$ cat src/rtl/execute_cycle_if.sv
// Bundle of the ID/EX inputs, forwarding selects and EX/MEM outputs of the execute stage.
// Pure wiring, no latency of its own.
// No backpressure: the pipeline has no stall path through this stage.
interface execute_cycle_if #(
    parameter int XLEN = 32,
    parameter int REGW = 5
);
    // Control from decode
    logic            RegWriteE;
    logic            ALUSrcE;
    logic            MemWriteE;
    logic            ResultSrcE;
    logic            BranchE;
    logic [2:0]      ALUControlE;
    // Operands and bookkeeping from decode
    logic [XLEN-1:0] RD1_E;
    logic [XLEN-1:0] RD2_E;
    logic [XLEN-1:0] Imm_Ext_E;
    logic [REGW-1:0] RD_E;
    logic [XLEN-1:0] PCE;
    logic [XLEN-1:0] PCPlus4E;
    // Forwarding
    logic [XLEN-1:0] ResultW;
    logic [1:0]      ForwardAE;
    logic [1:0]      ForwardBE;
    // Branch outputs to fetch
    logic            PCSrcE;
    logic [XLEN-1:0] PCTargetE;
    // EX/MEM outputs
    logic            RegWriteM;
    logic            MemWriteM;
    logic            ResultSrcM;
    logic [REGW-1:0] RD_M;
    logic [XLEN-1:0] ALUResultM;
    logic [XLEN-1:0] WriteDataM;
    logic [XLEN-1:0] PCPlus4M;

    // Upstream side: drives the E-stage inputs, observes results
    modport master (
        output RegWriteE, ALUSrcE, MemWriteE, ResultSrcE, BranchE, ALUControlE,
               RD1_E, RD2_E, Imm_Ext_E, RD_E, PCE, PCPlus4E,
               ResultW, ForwardAE, ForwardBE,
        input  PCSrcE, PCTargetE,
               RegWriteM, MemWriteM, ResultSrcM, RD_M, ALUResultM, WriteDataM, PCPlus4M
    );

    // Execute stage side
    modport slave (
        input  RegWriteE, ALUSrcE, MemWriteE, ResultSrcE, BranchE, ALUControlE,
               RD1_E, RD2_E, Imm_Ext_E, RD_E, PCE, PCPlus4E,
               ResultW, ForwardAE, ForwardBE,
        output PCSrcE, PCTargetE,
               RegWriteM, MemWriteM, ResultSrcM, RD_M, ALUResultM, WriteDataM, PCPlus4M
    );
endinterface

$ cat src/rtl/execute_cycle.sv
// RV32I execute stage: forwarding muxes, ALU, beq decision/target, EX/MEM register.
// Latency: branch outputs combinational (0 cycles); M outputs 1 cycle after E inputs.
// No backpressure: captures every cycle; bubbles arrive as all-zero control.
module execute_cycle #(
    parameter int XLEN = 32,
    parameter int REGW = 5
) (
    input  logic         clk,
    input  logic         rst,
    execute_cycle_if.slave ex
);

    typedef struct packed {
        logic            reg_write;
        logic            mem_write;
        logic            result_src;
        logic [REGW-1:0] rd;
        logic [XLEN-1:0] alu_result;
        logic [XLEN-1:0] write_data;
        logic [XLEN-1:0] pc_plus4;
    } exmem_t;

    exmem_t          exmem_d;
    exmem_t          exmem_q;
    logic [XLEN-1:0] src_a;
    logic [XLEN-1:0] fwd_b;
    logic [XLEN-1:0] src_b;
    logic [XLEN-1:0] alu_result;
    logic            zero;

    // Operand selection; code 11 falls back to the register file value.
    // ALUResultM is the registered result, so forwarding from it is loop-free.
    always_comb begin
        case (ex.ForwardAE)
            2'b01:   src_a = ex.ResultW;
            2'b10:   src_a = exmem_q.alu_result;
            default: src_a = ex.RD1_E;
        endcase
        case (ex.ForwardBE)
            2'b01:   fwd_b = ex.ResultW;
            2'b10:   fwd_b = exmem_q.alu_result;
            default: fwd_b = ex.RD2_E;
        endcase
        src_b = ex.ALUSrcE ? ex.Imm_Ext_E : fwd_b;
    end

    // ALU: wrap-around arithmetic, signed slt, unused codes give 0.
    always_comb begin
        case (ex.ALUControlE)
            3'b000:  alu_result = src_a + src_b;
            3'b001:  alu_result = src_a + ~src_b + {{(XLEN-1){1'b0}}, 1'b1};
            3'b010:  alu_result = src_a & src_b;
            3'b011:  alu_result = src_a | src_b;
            3'b101:  alu_result = {{(XLEN-1){1'b0}}, ($signed(src_a) < $signed(src_b))};
            default: alu_result = '0;
        endcase
        zero = (alu_result == '0);
    end

    assign ex.PCSrcE    = ex.BranchE & zero;
    assign ex.PCTargetE = ex.PCE + ex.Imm_Ext_E;

    // Next EX/MEM state; store data is the forwarded rs2, never the immediate.
    always_comb begin
        exmem_d            = '0;
        exmem_d.reg_write  = ex.RegWriteE;
        exmem_d.mem_write  = ex.MemWriteE;
        exmem_d.result_src = ex.ResultSrcE;
        exmem_d.rd         = ex.RD_E;
        exmem_d.alu_result = alu_result;
        exmem_d.write_data = fwd_b;
        exmem_d.pc_plus4   = ex.PCPlus4E;
    end

    // EX/MEM pipeline register with asynchronous active-low clear.
    always_ff @(posedge clk or negedge rst) begin
        if (!rst) exmem_q <= '0;
        else      exmem_q <= exmem_d;
    end

    assign ex.RegWriteM  = exmem_q.reg_write;
    assign ex.MemWriteM  = exmem_q.mem_write;
    assign ex.ResultSrcM = exmem_q.result_src;
    assign ex.RD_M       = exmem_q.rd;
    assign ex.ALUResultM = exmem_q.alu_result;
    assign ex.WriteDataM = exmem_q.write_data;
    assign ex.PCPlus4M   = exmem_q.pc_plus4;

endmodule

$ cat src/flat_wrapper.sv
// flat-port wrapper written by rule: the top's interface ports become plain ports
module execute_cycle_flat 
#(
    parameter int XLEN = 32,
    parameter int REGW = 5
)
  (clk, rst, ex_RegWriteE, ex_ALUSrcE, ex_MemWriteE, ex_ResultSrcE, ex_BranchE, ex_ALUControlE, ex_RD1_E, ex_RD2_E, ex_Imm_Ext_E, ex_RD_E, ex_PCE, ex_PCPlus4E, ex_ResultW, ex_ForwardAE, ex_ForwardBE, ex_PCSrcE, ex_PCTargetE, ex_RegWriteM, ex_MemWriteM, ex_ResultSrcM, ex_RD_M, ex_ALUResultM, ex_WriteDataM, ex_PCPlus4M);
  execute_cycle_if #(.XLEN(XLEN), .REGW(REGW)) ex_i ();
  input  logic clk;
  input  logic rst;
  input wire logic [$bits(ex_i.RegWriteE)-1:0] ex_RegWriteE;
  input wire logic [$bits(ex_i.ALUSrcE)-1:0] ex_ALUSrcE;
  input wire logic [$bits(ex_i.MemWriteE)-1:0] ex_MemWriteE;
  input wire logic [$bits(ex_i.ResultSrcE)-1:0] ex_ResultSrcE;
  input wire logic [$bits(ex_i.BranchE)-1:0] ex_BranchE;
  input wire logic [$bits(ex_i.ALUControlE)-1:0] ex_ALUControlE;
  input wire logic [$bits(ex_i.RD1_E)-1:0] ex_RD1_E;
  input wire logic [$bits(ex_i.RD2_E)-1:0] ex_RD2_E;
  input wire logic [$bits(ex_i.Imm_Ext_E)-1:0] ex_Imm_Ext_E;
  input wire logic [$bits(ex_i.RD_E)-1:0] ex_RD_E;
  input wire logic [$bits(ex_i.PCE)-1:0] ex_PCE;
  input wire logic [$bits(ex_i.PCPlus4E)-1:0] ex_PCPlus4E;
  input wire logic [$bits(ex_i.ResultW)-1:0] ex_ResultW;
  input wire logic [$bits(ex_i.ForwardAE)-1:0] ex_ForwardAE;
  input wire logic [$bits(ex_i.ForwardBE)-1:0] ex_ForwardBE;
  output wire logic [$bits(ex_i.PCSrcE)-1:0] ex_PCSrcE;
  output wire logic [$bits(ex_i.PCTargetE)-1:0] ex_PCTargetE;
  output wire logic [$bits(ex_i.RegWriteM)-1:0] ex_RegWriteM;
  output wire logic [$bits(ex_i.MemWriteM)-1:0] ex_MemWriteM;
  output wire logic [$bits(ex_i.ResultSrcM)-1:0] ex_ResultSrcM;
  output wire logic [$bits(ex_i.RD_M)-1:0] ex_RD_M;
  output wire logic [$bits(ex_i.ALUResultM)-1:0] ex_ALUResultM;
  output wire logic [$bits(ex_i.WriteDataM)-1:0] ex_WriteDataM;
  output wire logic [$bits(ex_i.PCPlus4M)-1:0] ex_PCPlus4M;
  assign ex_i.RegWriteE = ex_RegWriteE;
  assign ex_i.ALUSrcE = ex_ALUSrcE;
  assign ex_i.MemWriteE = ex_MemWriteE;
  assign ex_i.ResultSrcE = ex_ResultSrcE;
  assign ex_i.BranchE = ex_BranchE;
  assign ex_i.ALUControlE = ex_ALUControlE;
  assign ex_i.RD1_E = ex_RD1_E;
  assign ex_i.RD2_E = ex_RD2_E;
  assign ex_i.Imm_Ext_E = ex_Imm_Ext_E;
  assign ex_i.RD_E = ex_RD_E;
  assign ex_i.PCE = ex_PCE;
  assign ex_i.PCPlus4E = ex_PCPlus4E;
  assign ex_i.ResultW = ex_ResultW;
  assign ex_i.ForwardAE = ex_ForwardAE;
  assign ex_i.ForwardBE = ex_ForwardBE;
  assign ex_PCSrcE = ex_i.PCSrcE;
  assign ex_PCTargetE = ex_i.PCTargetE;
  assign ex_RegWriteM = ex_i.RegWriteM;
  assign ex_MemWriteM = ex_i.MemWriteM;
  assign ex_ResultSrcM = ex_i.ResultSrcM;
  assign ex_RD_M = ex_i.RD_M;
  assign ex_ALUResultM = ex_i.ALUResultM;
  assign ex_WriteDataM = ex_i.WriteDataM;
  assign ex_PCPlus4M = ex_i.PCPlus4M;
  execute_cycle #(.XLEN(XLEN), .REGW(REGW)) u_core (.clk(clk), .rst(rst), .ex(ex_i));
endmodule
$ cat config.mk
export PLATFORM = sky130hd
export DESIGN_NAME = execute_cycle_flat
export DESIGN_NICKNAME = d
export VERILOG_FILES = /design/src/rtl/execute_cycle_if.sv /design/src/rtl/execute_cycle.sv /design/src/flat_wrapper.sv
export SDC_FILE = /design/constraint.sdc
export NUM_CORES = 1
export LEC_CHECK = 0
export CORE_UTILIZATION = 40
export DETAILED_ROUTE_END_ITERATION = 10
export PLACE_DENSITY = 0.7
export SYNTH_ARGS = -nofsm -noshare
export SYNTH_HDL_FRONTEND = slang
export SYNTH_SLANG_ARGS = --single-unit
$ cat constraint.sdc
create_clock -name clk -period 14 [get_ports clk]
set_input_delay 2.8 -clock clk [delete_from_list [all_inputs] [get_ports clk]]
set_output_delay 2.8 -clock clk [all_outputs]
set_load 0.05 [all_outputs]
Word level (Yosys, flattened, before mapping)
Cells that the tools add are included.
W data, S select, Z words.
{"block": "totals", "romBits": 0, "mem_bits_rw": 0, "output_inout_bits": 137, "elab_cells": 30, "latchBits": 0, "register_bits": 104, "n_memories": 0}
{"block": "classes", "addsub": 4, "n_bitwise": 4, "n_eq_ne": 8, "div": 0, "mux": 4, "shift": 0, "n_mul": 0, "n_reduce_logical": 2, "n_lt_le_gt_ge": 1}
{"operator": "$pmux W32 S5", "count": 1}
{"operator": "$pmux W32 S2", "count": 2}
{"operator": "$add A32 B32 Y32", "count": 3}
{"operator": "$add A32 B1 Y32 const B", "count": 1}
{"operator": "$and A32 B32 Y32", "count": 1}
{"operator": "$logic_not A32 Y1", "count": 1}
{"operator": "$lt A32 B32 Y1", "count": 1}
{"operator": "$mux W32", "count": 1}
{"operator": "$not A32 Y32", "count": 1}
{"operator": "$or A32 B32 Y32", "count": 1}
{"operator": "$eq A3 B2 Y1 const B", "count": 2}
{"operator": "$eq A2 B1 Y1 const B", "count": 2}
{"operator": "$eq A2 B2 Y1 const B", "count": 2}
{"operator": "$eq A3 B1 Y1 const B", "count": 1}
{"operator": "$eq A3 B3 Y1 const B", "count": 1}
{"operator": "$logic_not A3 Y1", "count": 1}
{"operator": "$and A1 B1 Y1", "count": 1}

Depth between registers and ports, before layout
{"block": "logic_depth", "word_depth": 9, "ltp_mapped": 22, "mapped_depth_nobuf": 21}

Worst setup path before layout
OpenSTA, ideal clock, no wires.
{"block": "synth_path", "path_type": "input to output", "start": "in ex_ForwardBE[0]", "end": "out ex_PCSrcE", "n_path_buf": 2, "path_stages": 21, "setup_slack_ps": 3350, "t_arrival_ps": 7850, "required_ps": 11200, "path_cell_list": "inv_1 > ha_1 > clkbuf_1 > buf_1 > a21oi_1 > o21ai_0 > ha_1 > inv_1 > fa_1 > a21oi_1 > nor4_2 > o2111a_2 > o21ai_1 > a21oi_1 > or3_1 > mux2i_1 > a211o_1 > or4_1 > nor4_2 > nand4b_1 > nor4_2"}
{"block": "synth_via", "elab_chain_cells": 9, "word_cells_on_any_way": 14, "cone_classes": "add/sub (3); order compare (1); eq/ne (2); mux (3); bitwise (4); reduce/logical (1)"}
{"element": "start, declared", "line_no": "flat_wrapper.sv:25", "text": "input wire logic [$bits(ex_i.ForwardBE)-1:0] ex_ForwardBE;"}
{"element": "$eq A2 B2 Y1 or $eq A2 B1 Y1 (tied branches)", "line_no": "execute_cycle.sv:39", "text": "case (ex.ForwardBE)"}
{"element": "$pmux W32 S2 *", "line_no": "execute_cycle.sv:39"}
{"element": "$mux W32 *", "line_no": "execute_cycle.sv:44", "text": "src_b = ex.ALUSrcE ? ex.Imm_Ext_E : fwd_b;"}
{"element": "$not A32 Y32", "line_no": "execute_cycle.sv:51", "text": "3'b001: alu_result = src_a + ~src_b + {{(XLEN-1){1'b0}}, 1'b1};"}
{"element": "$add A32 B32 Y32", "line_no": "execute_cycle.sv:51"}
{"element": "$add A32 B1 Y32", "line_no": "execute_cycle.sv:51"}
{"element": "$pmux W32 S5 *", "line_no": "execute_cycle.sv:49", "text": "case (ex.ALUControlE)"}
{"element": "named net u_core.alu_result[22]", "line_no": "execute_cycle.sv:28", "text": "logic [XLEN-1:0] alu_result;"}
{"element": "$logic_not A32 Y1 *", "line_no": "execute_cycle.sv:57", "text": "zero = (alu_result == '0);"}
{"element": "$and A1 B1 Y1 *", "line_no": "execute_cycle.sv:60", "text": "assign ex.PCSrcE = ex.BranchE & zero;"}
{"element": "end, declared", "line_no": "flat_wrapper.sv:26", "text": "output wire logic [$bits(ex_i.PCSrcE)-1:0] ex_PCSrcE;"}
Mark *: on every way through the listed nets, which the timed path passes. The rest lies on a longest branch.

Final worst setup path
Ends and elaborated chain as after synthesis.

==> results.py <==
metrics = {
    "setup_path": {
        "critical_path_class": "in -> out",
        "path_max_fanout": 19,
        "start_kind": "input pin",
        "path_cells": "clkdlybuf4s50_1 -> ha_1 -> a22oi_1 -> nor2_1 -> a21oi_1 -> o21ai_0 -> inv_1 -> ha_1 -> or4_1 -> o211a_1 -> a2111oi_2 -> nor2b_1 -> a21oi_1 -> xnor2_1 -> o22ai_1 -> or4_1 -> nor4_2 -> nand4b_1 -> nor4_2 -> clkdlybuf4s50_1",
        "rrSetupSlack_ns": 8.78,
        "cp.required_ns": 11.20,
        "cp.arrival_ns": 9.72,
        "end_kind": "output port",
        "worst_path_max_delay_cell": "clkdlybuf4s50_1",
        "critPathMaxStageDelay_ns": 0.86,
    },
    "die": {
        "io_pins": 348,
        "die_area_sq_um": 28300,
        "start_util": 0.409,
        "fp.coreArea_sq_um": 27000,
        "dieWidth_microns": 168,
        "die_y_microns": 168,
        "rows": 60,
    },
    "yosys": {
        "yosys_warnings": 0,
        "synth_cells": 1447,
        "synth_edf_count": 0,
        "ys_top_cells_by_area": "dfrtp_1 (24%), ha_1 (16%), a21oi_1 (5.7%), nor2_1 (4.8%), inv_1 (4.7%)",
        "synth-seq-cells": 104,
        "synth_top_area_cell": "dfrtp_1",
        "synthArstFlopShare": 1.00,
        "synth_nets": 1800,
        "synth_cell_type_count": 83,
        "synth_area_sq_um": 11000,
        "syn_area_per_cell_sq_um": 7.63,
        "synth_flop_cell": "dfrtp_1",
        "synth_top_area_frac": 0.236,
        "synth_seq_area_share": 0.236,
    },
    "global_route": {
        "grt.busiest_layer": "met2",
        "grt_util_met2": 0.506,
        "grt_start_max_net_pins": 65,
        "met3_usage": 0.0656,
        "grt.total_usage": 0.316,
        "grtUsageMet1": 0.414,
        "grt_pass1_wl_microns": 68200,
        "antenna_found_initial": 2,
        "grt_pass1_vias": 11500,
        "grt_overflow": 0,
    },
    "clock_network": {
        "cts_max_level": 3,
        "clk_pin_slew_ns": 0.08,
        "insertion_delay_ns": 0.36,
        "post-cts-setup-buffer-count": 0,
        "cts-root-buf": "clkbuf_16",
        "cts_buffer_depth": 2,
        "cts_resized": 0,
        "cts_buffers": 9,
        "clock_sinks": 104,
        "cts_tree": "done",
        "ctsHoldBuffers": 0,
    },
    "power": {
        "combPwrFrac": 0.585,
        "p_int_uw": 818,
        "share_seq_of_total_power": 0.229,
        "p_clk_frac": 0.186,
        "p_leak_uw": 0.00672,
        "power_density_nw_per_um2": 104,
        "switchingPower_uw": 743,
        "netSwitchingFraction": 0.476,
        "ir_drop_mv": 0.0530,
    },
    "drt": {
        "first_iter_violations": 1094,
        "dr.pass1.iters": 8,
        "wl_microns": 46000,
        "ant_nets": 0,
        "avgViaCountPerCell": 5.80,
        "drc": 0,
        "wl_per_cell_microns": 22.0,
        "vias": 12100,
    },
    "run_status": {
        "status": "complete, no violations",
    },
    "timing": {
        "period_needed_ns": 12.52,
        "max_freq_mhz": 79.9,
        "setup_viol": 0,
        "slew_viol_final": 0,
        "finalHoldViolations": 0,
        "final.setup.tns_ns": 0,
        "fin_skew_ns": 0.00955,
        "rsz0062_at_grt": "false",
        "slew_headroom": 0.292,
        "max_slew.worst_pin.slew_ns": 1.06,
        "fin_crit_sh": 0.894,
    },
    "layout": {
        "drive_gt1_frac": 0.0343,
        "layout.cells.most_common_list": "clkdlybuf4s50_1 (344), nor2_1 (141), inv_1 (138), ha_1 (138), nand2_1 (135)",
        "final_common_cell": "clkdlybuf4s50_1",
        "final_util": 0.558,
        "areaGrowthSynthToFinish_pct": 36.5,
        "fin_nets": 2095,
        "stdcell_count": 2091,
        "fillCellCount": 2568,
        "fin_area_sq_um": 15100,
    },
    "job": {
        "maxCapViolCount": 0,
    },
    "placed_design": {
        "gp_congestion": 0.998,
        "hpwl_microns": 37600,
        "place_area_sq_um": 14700,
        "dp_cells": 2072,
        "portBuffers": 347,
    },
    "min_path": {
        "hold_class": "reg -> reg",
    },
}
-- area by class of cell --
cell class              instances  area (sq um)  share of cell area
clock inverters                 7           111             0.00739
multi-input cells            1123          7580               0.503
repair buffers                365          3600               0.239
clock buffers                   9           225              0.0149
flip-flops and latches        104          2600               0.173
inverters                     139           522              0.0346
diodes                          3          7.51            0.000498
well taps                     341           427              0.0283
-- path summary, 6_finish.rpt --
| kind | start | end | cells past startpoint |
|---|---|---|---|
| max | ex_ForwardBE[0] | ex_PCSrcE | 20 |
| max reg2reg | u_core.ex.ALUResultM[0] | u_core.ex.ALUResultM[30] | 17 |
| min in group asynchronous | rst | u_core.ex.RD_M[4] | 1 |
| min reg2reg | u_core.ex.ALUResultM[21] | u_core.ex.WriteDataM[21] | 4 |
| max in group asynchronous | rst | u_core.ex.WriteDataM[20] | 2 |
| min | u_core.ex.ALUResultM[21] | u_core.ex.WriteDataM[21] | 4 |
-- synth_stat cells, types with 4 or more instances --
| cell type | count |
|---|---|
| nand3_1 | 29 |
| a2111oi_0 | 4 |
| nand4_1 | 5 |
| o21ai_1 | 5 |
| a31oi_1 | 14 |
| a211o_1 | 5 |
| dfrtp_1 | 104 |
| nor2_1 | 141 |
| clkbuf_1 | 50 |
| buf_1 | 12 |
| nand2b_1 | 15 |
| buf_2 | 17 |
| inv_1 | 138 |
| o311a_1 | 6 |
| xnor2_1 | 31 |
| a211oi_1 | 22 |
| a21o_1 | 27 |
| nor2b_1 | 21 |
| o311ai_0 | 5 |
| o211a_1 | 4 |
| o21bai_1 | 10 |
| o21ai_0 | 103 |
| nor4_1 | 6 |
| o21a_1 | 23 |
| mux2i_1 | 9 |
| ha_1 | 139 |
| a221oi_1 | 4 |
| or3_1 | 9 |
| a22oi_1 | 65 |
| nand2_1 | 135 |
| and3_1 | 6 |
| o22ai_1 | 6 |
| xor2_1 | 15 |
| a21oi_1 | 125 |
| nor3_1 | 25 |
| o211ai_1 | 20 |
| o31ai_1 | 11 |
| o2111ai_1 | 6 |
| o41ai_1 | 6 |
-- worst max-delay path, delay by kind of cell --
family	cells	cell delay [ns]
buffers and inverters	3	1.53
adder cells (fa/ha/maj)	2	1.07
AO/OA/AOI/OAI	7	2.14
XOR/XNOR	1	0.14
AND/OR/NAND/NOR	7	2.04
-- power groups by stage --
stage / Sequential (uW) / Clock (uW) / Combinational, uW
3_3_place_gp: 362 / 0 / 895
3_5_place_dp: 362 / 0 / 895
4_1_cts: 356 / 296 / 900
5_1_grt: 359 / 307 / 971
6_report: 357 / 291 / 913
2_1_floorplan: 468 / 0 / 471
-- cell families after synthesis --
| group | Yosys count | synth area share |
|---|---|---|
| AO/OA/AOI/OAI | 506 | 0.302 |
| XOR/XNOR | 46 | 0.0365 |
| adder cells (fa/ha/maj) | 142 | 0.163 |
| buffers and inverters | 220 | 0.0777 |
| flip-flops | 104 | 0.236 |
| multiplexers | 10 | 0.00918 |
| AND/OR/NAND/NOR | 419 | 0.176 |
-- through the flow --
step | power, uW | hold slack [ns] | setup WS, ns
final | 1560 | 0.718 | 1.48
after global placement | 1260 | 0.678 | 1.75
after CTS | 1550 | 0.715 | 1.68
after detailed placement | 1260 | 0.694 | 1.70
after global routing | 1640 | 0.762 | 1.25
after floorplan | 939 | 0.975 | 3.35
-- per-layer routing --
layer  wire (microns)  share of wire
met4             1780          0.039
met2            20700           0.45
met3             4040          0.088
met5                0              0
met1            19400           0.42
-- registers in the layout, indices dropped and copies added, names as in the netlist --
name / flops
u_core.ex.RegWriteM: 1
u_core.ex.PCPlus4M: 32
u_core.ex.ALUResultM: 32
u_core.ex.ResultSrcM: 1
u_core.ex.RD_M: 5
u_core.ex.MemWriteM: 1
u_core.ex.WriteDataM: 32
Power figures use the tool's default switching activity.
